**src/rtl/dff_reg_arbiter_pkg.sv**
```systemverilog
// Shared encodings for the round-robin register arbiter: FSM states,
// register-bank operations, requester indices and the default width.
package dff_reg_arbiter_pkg;

    localparam int DEFAULT_WIDTH = 4;

    typedef enum logic [1:0] {
        IDLE  = 2'd0,
        LOAD  = 2'd1,
        SHIFT = 2'd2,
        FIN   = 2'd3
    } state_t;

    typedef enum logic [1:0] {
        BANK_HOLD  = 2'd0,
        BANK_LOAD  = 2'd1,
        BANK_SHIFT = 2'd2,
        BANK_CLEAR = 2'd3
    } bank_op_t;

    localparam logic REQ_IDX0 = 1'b0;
    localparam logic REQ_IDX1 = 1'b1;

endpackage

```
**src/rtl/dff_reg_bank.sv**
```systemverilog
// Storage register built from D flip-flop cells; each bit has its own
// next-value mux for hold, parallel load, right shift (MSB insert) and clear.
module dff_cell (
    input  logic clk,
    input  logic d,
    output logic q,
    output logic qn
);

    always_ff @(posedge clk) begin
        q <= d;
    end

    assign qn = ~q;

endmodule

module dff_reg_bank
    import dff_reg_arbiter_pkg::*;
#(
    parameter int WIDTH = DEFAULT_WIDTH
) (
    input  logic             clk,
    input  logic [1:0]       op,
    input  logic [WIDTH-1:0] d,
    input  logic             sin,
    output logic [WIDTH-1:0] q,
    output logic [WIDTH-1:0] qn
);

    for (genvar i = 0; i < WIDTH; i++) begin : g_bit
        logic shift_in;
        logic d_nxt;

        // The MSB takes the serial input; every other bit takes its upper neighbour.
        if (i == WIDTH - 1) begin : g_msb
            assign shift_in = sin;
        end else begin : g_low
            assign shift_in = q[i+1];
        end

        always_comb begin
            d_nxt = q[i];
            case (op)
                BANK_LOAD:  d_nxt = d[i];
                BANK_SHIFT: d_nxt = shift_in;
                BANK_CLEAR: d_nxt = 1'b0;
                default:    d_nxt = q[i];
            endcase
        end

        dff_cell u_dff (
            .clk (clk),
            .d   (d_nxt),
            .q   (q[i]),
            .qn  (qn[i])
        );
    end

endmodule

```
**src/rtl/dff_reg_arbiter.sv**
```systemverilog
// Round-robin arbiter granting one shared register to two requesters; each
// grant performs a parallel load or an LSB-first serial shift-in, then DONE.
module dff_reg_arbiter
    import dff_reg_arbiter_pkg::*;
#(
    parameter int WIDTH = DEFAULT_WIDTH
) (
    input  logic             C,
    input  logic             RST,
    input  logic             REQ0,
    input  logic             REQ1,
    input  logic [WIDTH-1:0] D0,
    input  logic [WIDTH-1:0] D1,
    input  logic             SER0,
    input  logic             SER1,
    output logic             GNT0,
    output logic             GNT1,
    output logic             BUSY,
    output logic             DONE,
    output logic [WIDTH-1:0] Q,
    output logic [WIDTH-1:0] Qnot
);

    localparam int CNT_W = (WIDTH > 1) ? $clog2(WIDTH) : 1;
    localparam logic [CNT_W-1:0] CNT_LAST = CNT_W'(WIDTH - 1);

    state_t           state, state_nxt;
    logic             gnt0, gnt0_nxt;
    logic             gnt1, gnt1_nxt;
    logic             done, done_nxt;
    logic             last, last_nxt;
    logic [CNT_W-1:0] cnt, cnt_nxt;
    logic [WIDTH-1:0] hold, hold_nxt;
    logic             win;
    bank_op_t         bank_op;

    always_ff @(posedge C) begin
        if (RST) begin
            state <= IDLE;
            gnt0  <= 1'b0;
            gnt1  <= 1'b0;
            done  <= 1'b0;
            last  <= REQ_IDX1;
            cnt   <= '0;
        end else begin
            state <= state_nxt;
            gnt0  <= gnt0_nxt;
            gnt1  <= gnt1_nxt;
            done  <= done_nxt;
            last  <= last_nxt;
            cnt   <= cnt_nxt;
        end
    end

    // HOLD is pure data: it is only meaningful once a grant has latched it.
    always_ff @(posedge C) begin
        hold <= hold_nxt;
    end

    always_comb begin
        state_nxt = state;
        gnt0_nxt  = gnt0;
        gnt1_nxt  = gnt1;
        done_nxt  = done;
        last_nxt  = last;
        cnt_nxt   = cnt;
        hold_nxt  = hold;
        win       = REQ_IDX0;
        bank_op   = BANK_HOLD;

        case (state)
            IDLE: begin
                if (REQ0 || REQ1) begin
                    // On a tie the requester that did not win last time goes next.
                    win       = (REQ0 && REQ1) ? ~last : REQ1;
                    hold_nxt  = win ? D1 : D0;
                    last_nxt  = win;
                    gnt0_nxt  = ~win;
                    gnt1_nxt  = win;
                    cnt_nxt   = '0;
                    state_nxt = (win ? SER1 : SER0) ? SHIFT : LOAD;
                end
            end
            LOAD: begin
                bank_op   = BANK_LOAD;
                done_nxt  = 1'b1;
                state_nxt = FIN;
            end
            SHIFT: begin
                bank_op = BANK_SHIFT;
                cnt_nxt = cnt + CNT_W'(1);
                if (cnt == CNT_LAST) begin
                    done_nxt  = 1'b1;
                    state_nxt = FIN;
                end
            end
            FIN: begin
                gnt0_nxt  = 1'b0;
                gnt1_nxt  = 1'b0;
                done_nxt  = 1'b0;
                cnt_nxt   = '0;
                state_nxt = IDLE;
            end
            default: state_nxt = IDLE;
        endcase

        if (RST) begin
            bank_op = BANK_CLEAR;
        end
    end

    dff_reg_bank #(.WIDTH(WIDTH)) u_bank (
        .clk (C),
        .op  (bank_op),
        .d   (hold),
        .sin (hold[cnt]),
        .q   (Q),
        .qn  (Qnot)
    );

    assign GNT0 = gnt0;
    assign GNT1 = gnt1;
    assign DONE = done;
    assign BUSY = (state != IDLE);

endmodule

```
**config.mk**
```make
export PLATFORM = sky130hd
export DESIGN_NAME = dff_reg_arbiter
export DESIGN_NICKNAME = d
export VERILOG_FILES = /design/src/rtl/dff_reg_arbiter_pkg.sv /design/src/rtl/dff_reg_bank.sv /design/src/rtl/dff_reg_arbiter.sv
export SDC_FILE = /design/constraint.sdc
export NUM_CORES = 1
export LEC_CHECK = 0
export BUFFER_PORTS_ARGS = -buffer_cell sky130_fd_sc_hd__buf_2
export CAP_MARGIN = 20
export CELL_PAD_IN_SITES_DETAIL_PLACEMENT = 2
export CELL_PAD_IN_SITES_GLOBAL_PLACEMENT = 2
export CORE_AREA = 2 2 67 50
export CTS_BUF_LIST = sky130_fd_sc_hd__clkbuf_16
export DETAILED_ROUTE_END_ITERATION = 12
export DIE_AREA = 0 0 69 52
export PLACE_DENSITY = 0.77
export SLEW_MARGIN = 20
export SYNTH_ARGS = -nofsm -noshare
export SYNTH_HDL_FRONTEND = slang
export SYNTH_SLANG_ARGS = --single-unit
```
**constraint.sdc**
```tcl
create_clock -name C -period 4 [get_ports C]
set_input_delay 0.4 -clock C [delete_from_list [all_inputs] [get_ports C]]
set_output_delay 0.4 -clock C [all_outputs]
set_load 0.01 [all_outputs]
```
==> impl_metrics.env, run 1 <==
export IMPL_ys_types=27
export IMPL_critical_path_required_ps=4140
export IMPL_regToRegEndpoint="state[0]"
export IMPL_ctsHoldBuffers=0
export IMPL_slowest_delay_ps=510
export IMPL_hold_depth=2
export IMPL_placementRows=17
export IMPL_synth_top_area_frac=0.255
export IMPL_slowest_stage="or4_1"
export IMPL_skew_ps=1.23
export IMPL_min_to="hold[0]"
export IMPL_grt_use_total=0.144
export IMPL_cts_resized_gates=0
export IMPL_r2r_start="state[0]"
export IMPL_place_port_buffers=25
export IMPL_outcome="finished clean"
export IMPL_vias=737
export IMPL_layout_nets=134
export IMPL_grt_first_pass_wirelength_mm=3.89
export IMPL_hold_class="primary input to flip-flop"
export IMPL_multi_input_area_um2=435
export IMPL_cap_viol_max_count=0
export IMPL_drt_total_wl_mm=2.39
export IMPL_synth_cells=94
export IMPL_vias_per_cell=4.88
export IMPL_worstHoldStart="D0[0]"
export IMPL_synth_net_count=114
export IMPL_grt_pass1_vias=790
export IMPL_worstPathCellList="inv_1, ha_1, nor3b_4, or4_1, o32ai_1"
export IMPL_antenna_found_initial=0
export IMPL_overflow=0
export IMPL_synth_edf_count=8
export IMPL_reg2reg_depth=5
export IMPL_start_util=0.316
export IMPL_leakagePower_uw=0.000496
export IMPL_tightest_slew_ps=371
export IMPL_drc=0
export IMPL_antenna_cells=0
export IMPL_max_vdd_ir_drop_v=0.000322
export IMPL_min_period_ps=1840
export IMPL_htree_levels=1
export IMPL_place_congestion=0.766
export IMPL_finalSetupViolations=0
export IMPL_fin_crit_sh=0.460
export IMPL_wl_per_cell_um=15.8
export IMPL_slew_headroom=0.751
export IMPL_cpLargestDelayFamily="simple AND/OR/NAND/NOR gates"
export IMPL_ys_seq_elements=16
export IMPL_async_flop_share=0
export IMPL_cp_end_kind="flip-flop"
export IMPL_drt_iter0_drc=5
export IMPL_grt_max_degree=14
export IMPL_final_fill_count=355
export IMPL_die_w_um=69
export IMPL_ys_warn_count=0
export IMPL_hold_violations=0
export IMPL_area_growth_pct=18.7
export IMPL_critPathLaunchType="flip-flop"
export IMPL_postCtsSetupBuffers=0
export IMPL_cts_buffers=3
export IMPL_seq_area_um2=400
export IMPL_die_h_um=52
export IMPL_drt_pre_antenna_iters=4
export IMPL_ys_top_cells_by_area="edfxtp_1 (26%), dfxtp_1 (17%), ha_1 (8.0%)"
export IMPL_place_area_mm2=0.00104
export IMPL_regToRegSetupSlack_ps=2160
export IMPL_drive_gt1_frac=0.319
export IMPL_final_common_cell="buf_2"
export IMPL_dp_hpwl_mm=1.71
export IMPL_fp_dieArea_mm2=0.00359
export IMPL_synth_area_um2=941
export IMPL_antenna_left=0
export IMPL_critical_path_class="flip-flop to flip-flop"
export IMPL_critPathLaunch="state[0]"
export IMPL_cp_data_arrival_time_ps=1980
export IMPL_clock_latency_ps=250
export IMPL_finalSetupTns_ps=0
export IMPL_cts_sinks=16
export IMPL_path_max_fanout=10
export IMPL_synth_seq_area_share=0.426
export IMPL_clockRootBuffer="clkbuf_16"
export IMPL_path_buf_inv=1
export IMPL_ios=26
export IMPL_final_cell_mix="buf_2 (25), nor2_1 (9)"
export IMPL_cts_buffer_depth=2
export IMPL_clk_pin_slew_ps=50
export IMPL_syn_area_per_cell_um2=10.0
export IMPL_p_per_area_mw_per_mm2=738
export IMPL_maxSlewViolCount=0
export IMPL_synth_largest_area_cell="edfxtp_1"
export IMPL_core_area_mm2=0.00298
export IMPL_cts_tree="yes"
export IMPL_rsz0062_at_grt="false"
export IMPL_fmax_mhz=543
export IMPL_synth_top_flop_cell="edfxtp_1"
export IMPL_stdcell_area_mm2=0.00112
stage by stage:
stage                     worst slack (ps)  std cells  hold WS [ps]  utilization  total power, µW
after global placement                2320        147           469        0.349              602
after CTS                             2150        151           455        0.375              835
after floorplan                       2400         94           483            -              557
after global routing                  2050        151           459        0.375              884
final                                 2160        151           451        0.375              824
after detailed placement              2230        147           477        0.349              622
flip-flops by register name (all words and copies together) (netlist names):
signal                cells
GNT1                      1
cnt                       2
state                     2
GNT0                      1
DONE                      1
last                      1
u_bank.g_bit.u_dff.q      4
hold                      4
logic make-up after synthesis:
kind of cell | share of synthesized area
simple gates | 0.170
compound gates | 0.130
mux | 0.0824
buf+inv | 0.112
fa+ha+maj | 0.0798
flops | 0.426
metal layers:
| layer | share of wire | routed length, µm | track usage |
|---|---|---|---|
| met1 | 0.42 | 1010 | 0.172 |
| met2 | 0.50 | 1210 | 0.258 |
| met3 | 0.059 | 142 | 0.0329 |
| met4 | 0.015 | 35 | 0.0490 |
| met5 | 0 | 0 | 0 |
worst max-delay path by stage:
| stage | to | slack [ps] | cells after the start |
|---|---|---|---|
| final | state[0] | 2160 | 5 |
| after global placement | state[0] | 2320 | 5 |
| after floorplan | state[0] | 2400 | 6 |
| after detailed placement | state[0] | 2230 | 5 |
| after CTS | state[0] | 2150 | 5 |
| after global routing | state[0] | 2050 | 5 |
Yosys cell counts, types with 3 or more instances:
master    instances
nor2_1            9
a21oi_1           8
buf_4             8
dfxtp_1           8
edfxtp_1          8
inv_1             8
ha_1              6
nand2_1           6
nor2b_1           6
o21ai_0           5
mux2_2            4
or3_1             3
worst reg2reg max path: cells and delay by family, from the launching register on:
family | cells | cell delay [ps]
buffers and inverters | 1 | 100
AND/OR/NAND/NOR | 2 | 750
adder cells (fa/ha/maj) | 1 | 330
flip-flops | 1 | 380
AO/OA/AOI/OAI | 1 | 170
report_power, final:
group	total, µW	switching [µW]	internal [µW]	leakage [µW]
registers	277	36.6	240	0.000147
logic	349	204	145	0.000310
clock network	199	66.0	133	0.0000385
total	824	307	517	0.000496
cell type report:
type / instances / area share
clock buffers: 3 / 0.0672
clock inverters: 1 / 0.00336
repair buffers: 25 / 0.112
well taps: 38 / 0.0426
multi-input cells: 60 / 0.390
flip-flops and latches: 16 / 0.358
inverters: 8 / 0.0269
Power figures use the tool's default switching activity.
==> inputs of run 2 (changes only) <==
--- a/config.mk
+++ b/config.mk
@@ -9,11 +9,11 @@
 export CAP_MARGIN = 20
 export CELL_PAD_IN_SITES_DETAIL_PLACEMENT = 2
 export CELL_PAD_IN_SITES_GLOBAL_PLACEMENT = 2
-export CORE_AREA = 2 2 67 50
+export CORE_AREA = 2 2 74 55
 export CTS_BUF_LIST = sky130_fd_sc_hd__clkbuf_16
 export DETAILED_ROUTE_END_ITERATION = 12
-export DIE_AREA = 0 0 69 52
-export PLACE_DENSITY = 0.77
+export DIE_AREA = 0 0 76 57
+export PLACE_DENSITY = 0.67
 export SLEW_MARGIN = 20
 export SYNTH_ARGS = -nofsm -noshare
 export SYNTH_HDL_FRONTEND = slang
==> constraint.sdc (replaced) <==
create_clock -name C -period 1.6 [get_ports C]
set_input_delay 0.16 -clock C [delete_from_list [all_inputs] [get_ports C]]
set_output_delay 0.16 -clock C [all_outputs]
set_load 0.01 [all_outputs]
==> run 2 against run 1 <==
Effect of this change: sequential share of layout area is 1.5 points lower; sequential cell count stayed put; final area is 5.7% higher; clock skew hardly changed; first-iteration DRC count grew to 2.6 times the previous value.
==> impl_metrics.env, run 2 (synthesized netlist as in run 1, its figures left out) <==
export IMPL_outcome="finished clean"
export IMPL_cap_viol_max_count=0
export IMPL_finalSetupTns_ps=0
export IMPL_worstHoldStart="D1[0]"
export IMPL_critPathLaunchType="flip-flop"
export IMPL_r2r_start="state[0]"
export IMPL_grt_max_degree=14
export IMPL_overflow=0
export IMPL_clockRootBuffer="clkbuf_16"
export IMPL_place_port_buffers=25
export IMPL_critical_path_class="flip-flop to flip-flop"
export IMPL_fin_crit_sh=0.954
export IMPL_dp_hpwl_mm=1.86
export IMPL_cts_sinks=16
export IMPL_reg_top3="hold x4, u_bank.g_bit.u_dff.q x4"
export IMPL_min_period_ps=1530
export IMPL_cp_end_kind="flip-flop"
export IMPL_die_h_um=57
export IMPL_drt_total_wl_mm=2.34
export IMPL_leakagePower_uw=0.000507
export IMPL_cts_tree="yes"
export IMPL_antenna_found_initial=0
export IMPL_critPathLaunch="state[0]"
export IMPL_drc=0
export IMPL_place_area_mm2=0.00107
export IMPL_fmax_mhz=655
export IMPL_placementRows=19
export IMPL_skew_ps=1.70
export IMPL_layout_nets=136
export IMPL_cts_buffer_depth=2
export IMPL_hold_violations=0
export IMPL_vias_per_cell=4.52
export IMPL_final_cell_mix="buf_2 (25), a21oi_1 (8), edfxtp_1 (8)"
export IMPL_ios=26
export IMPL_drive_gt1_frac=0.426
export IMPL_fp_dieArea_mm2=0.00433
export IMPL_max_vdd_ir_drop_v=0.000431
export IMPL_start_util=0.255
export IMPL_grt_use_total=0.122
export IMPL_place_congestion=0.773
export IMPL_finalSetupViolations=0
export IMPL_p_total_uw=2140
export IMPL_drt_iter0_drc=13
export IMPL_clk_pin_slew_ps=50
export IMPL_antenna_left=0
export IMPL_maxSlewViolCount=0
export IMPL_die_w_um=76
export IMPL_hold_class="primary input to flip-flop"
export IMPL_area_growth_pct=25.5
export IMPL_path_max_fanout=9
export IMPL_critical_path_required_ps=1760
export IMPL_final_common_cell="buf_2"
export IMPL_clock_latency_ps=250
export IMPL_postCtsSetupBuffers=0
export IMPL_regToRegSetupSlack_ps=70
export IMPL_tightest_slew_ps=378
export IMPL_cp_data_arrival_time_ps=1690
export IMPL_grt_pass1_vias=830
export IMPL_cts_buffers=3
export IMPL_vias=755
export IMPL_core_area_mm2=0.00368
export IMPL_htree_levels=1
export IMPL_p_per_area_mw_per_mm2=1810
export IMPL_wl_per_cell_um=14.0
export IMPL_stdcell_area_mm2=0.00118
export IMPL_grt_first_pass_wirelength_mm=4.02
export IMPL_drt_pre_antenna_iters=4
export IMPL_antenna_cells=0
export IMPL_slew_headroom=0.747
==> run 2: layout make-up <==
type / count / area, µm²
Sequential cell: 16 / 405
Inverter: 8 / 30.0
Fill cell: 417 / 2500
Clock inverter: 1 / 3.75
Multi-Input combinational cell: 60 / 462
Tap cell: 52 / 65.1
Timing Repair Buffer: 27 / 140
Clock buffer: 3 / 75.1
==> run 2: final timing paths <==
path | to | depth (start not counted)
worst max-delay path | state[0] | 5
worst min-delay path | hold[0] | 2
worst max register to register | state[0] | 5
worst min register to register | DONE | 2
==> run 2: timing repair <==
action                     4_1_cts  5_1_grt
setup endpoints to repair        1       11
resized for setup                2        9
pin swaps                        0        1
hold buffers                     0        0
==> run 2: where the power goes <==
group / switching [µW] / total [µW] / internal [µW] / leakage [µW]
Sequential: 91.5 / 701 / 609 / 0.000148
Combinational: 511 / 935 / 424 / 0.000321
Clock: 170 / 503 / 332 / 0.0000385
==> run 2: worst max-delay path, stage by stage, from the launching register on <==
cell	delay, ps
dfxtp_4	360
inv_1	90
ha_2	200
nor3b_4	180
or4_4	520
o32ai_2	90
==> run 2: metal layers <==
| layer | track usage | wire, µm | vias to the layer above | part of all wire |
|---|---|---|---|---|
| met2 | 0.199 | 1090 | 18 | 0.47 |
| met4 | 0.0623 | 30 | 0 | 0.013 |
| met3 | 0.0443 | 121 | 4 | 0.052 |
| met1 | 0.145 | 1100 | 368 | 0.47 |
| li1 | - | - | 365 | - |
| met5 | 0 | 0 | - | 0 |
==> run 2: metrics by stage <==
step            util  setup slack [ps]  hold WS [ps]  cells
6_report       0.321              73.4           216    167
5_1_grt        0.321             -14.5           209    167
4_1_cts        0.313              7.40           207    167
3_5_place_dp   0.291              5.55           468    163
3_3_place_gp   0.291              81.4           469    163
2_1_floorplan      -              16.3           296     94
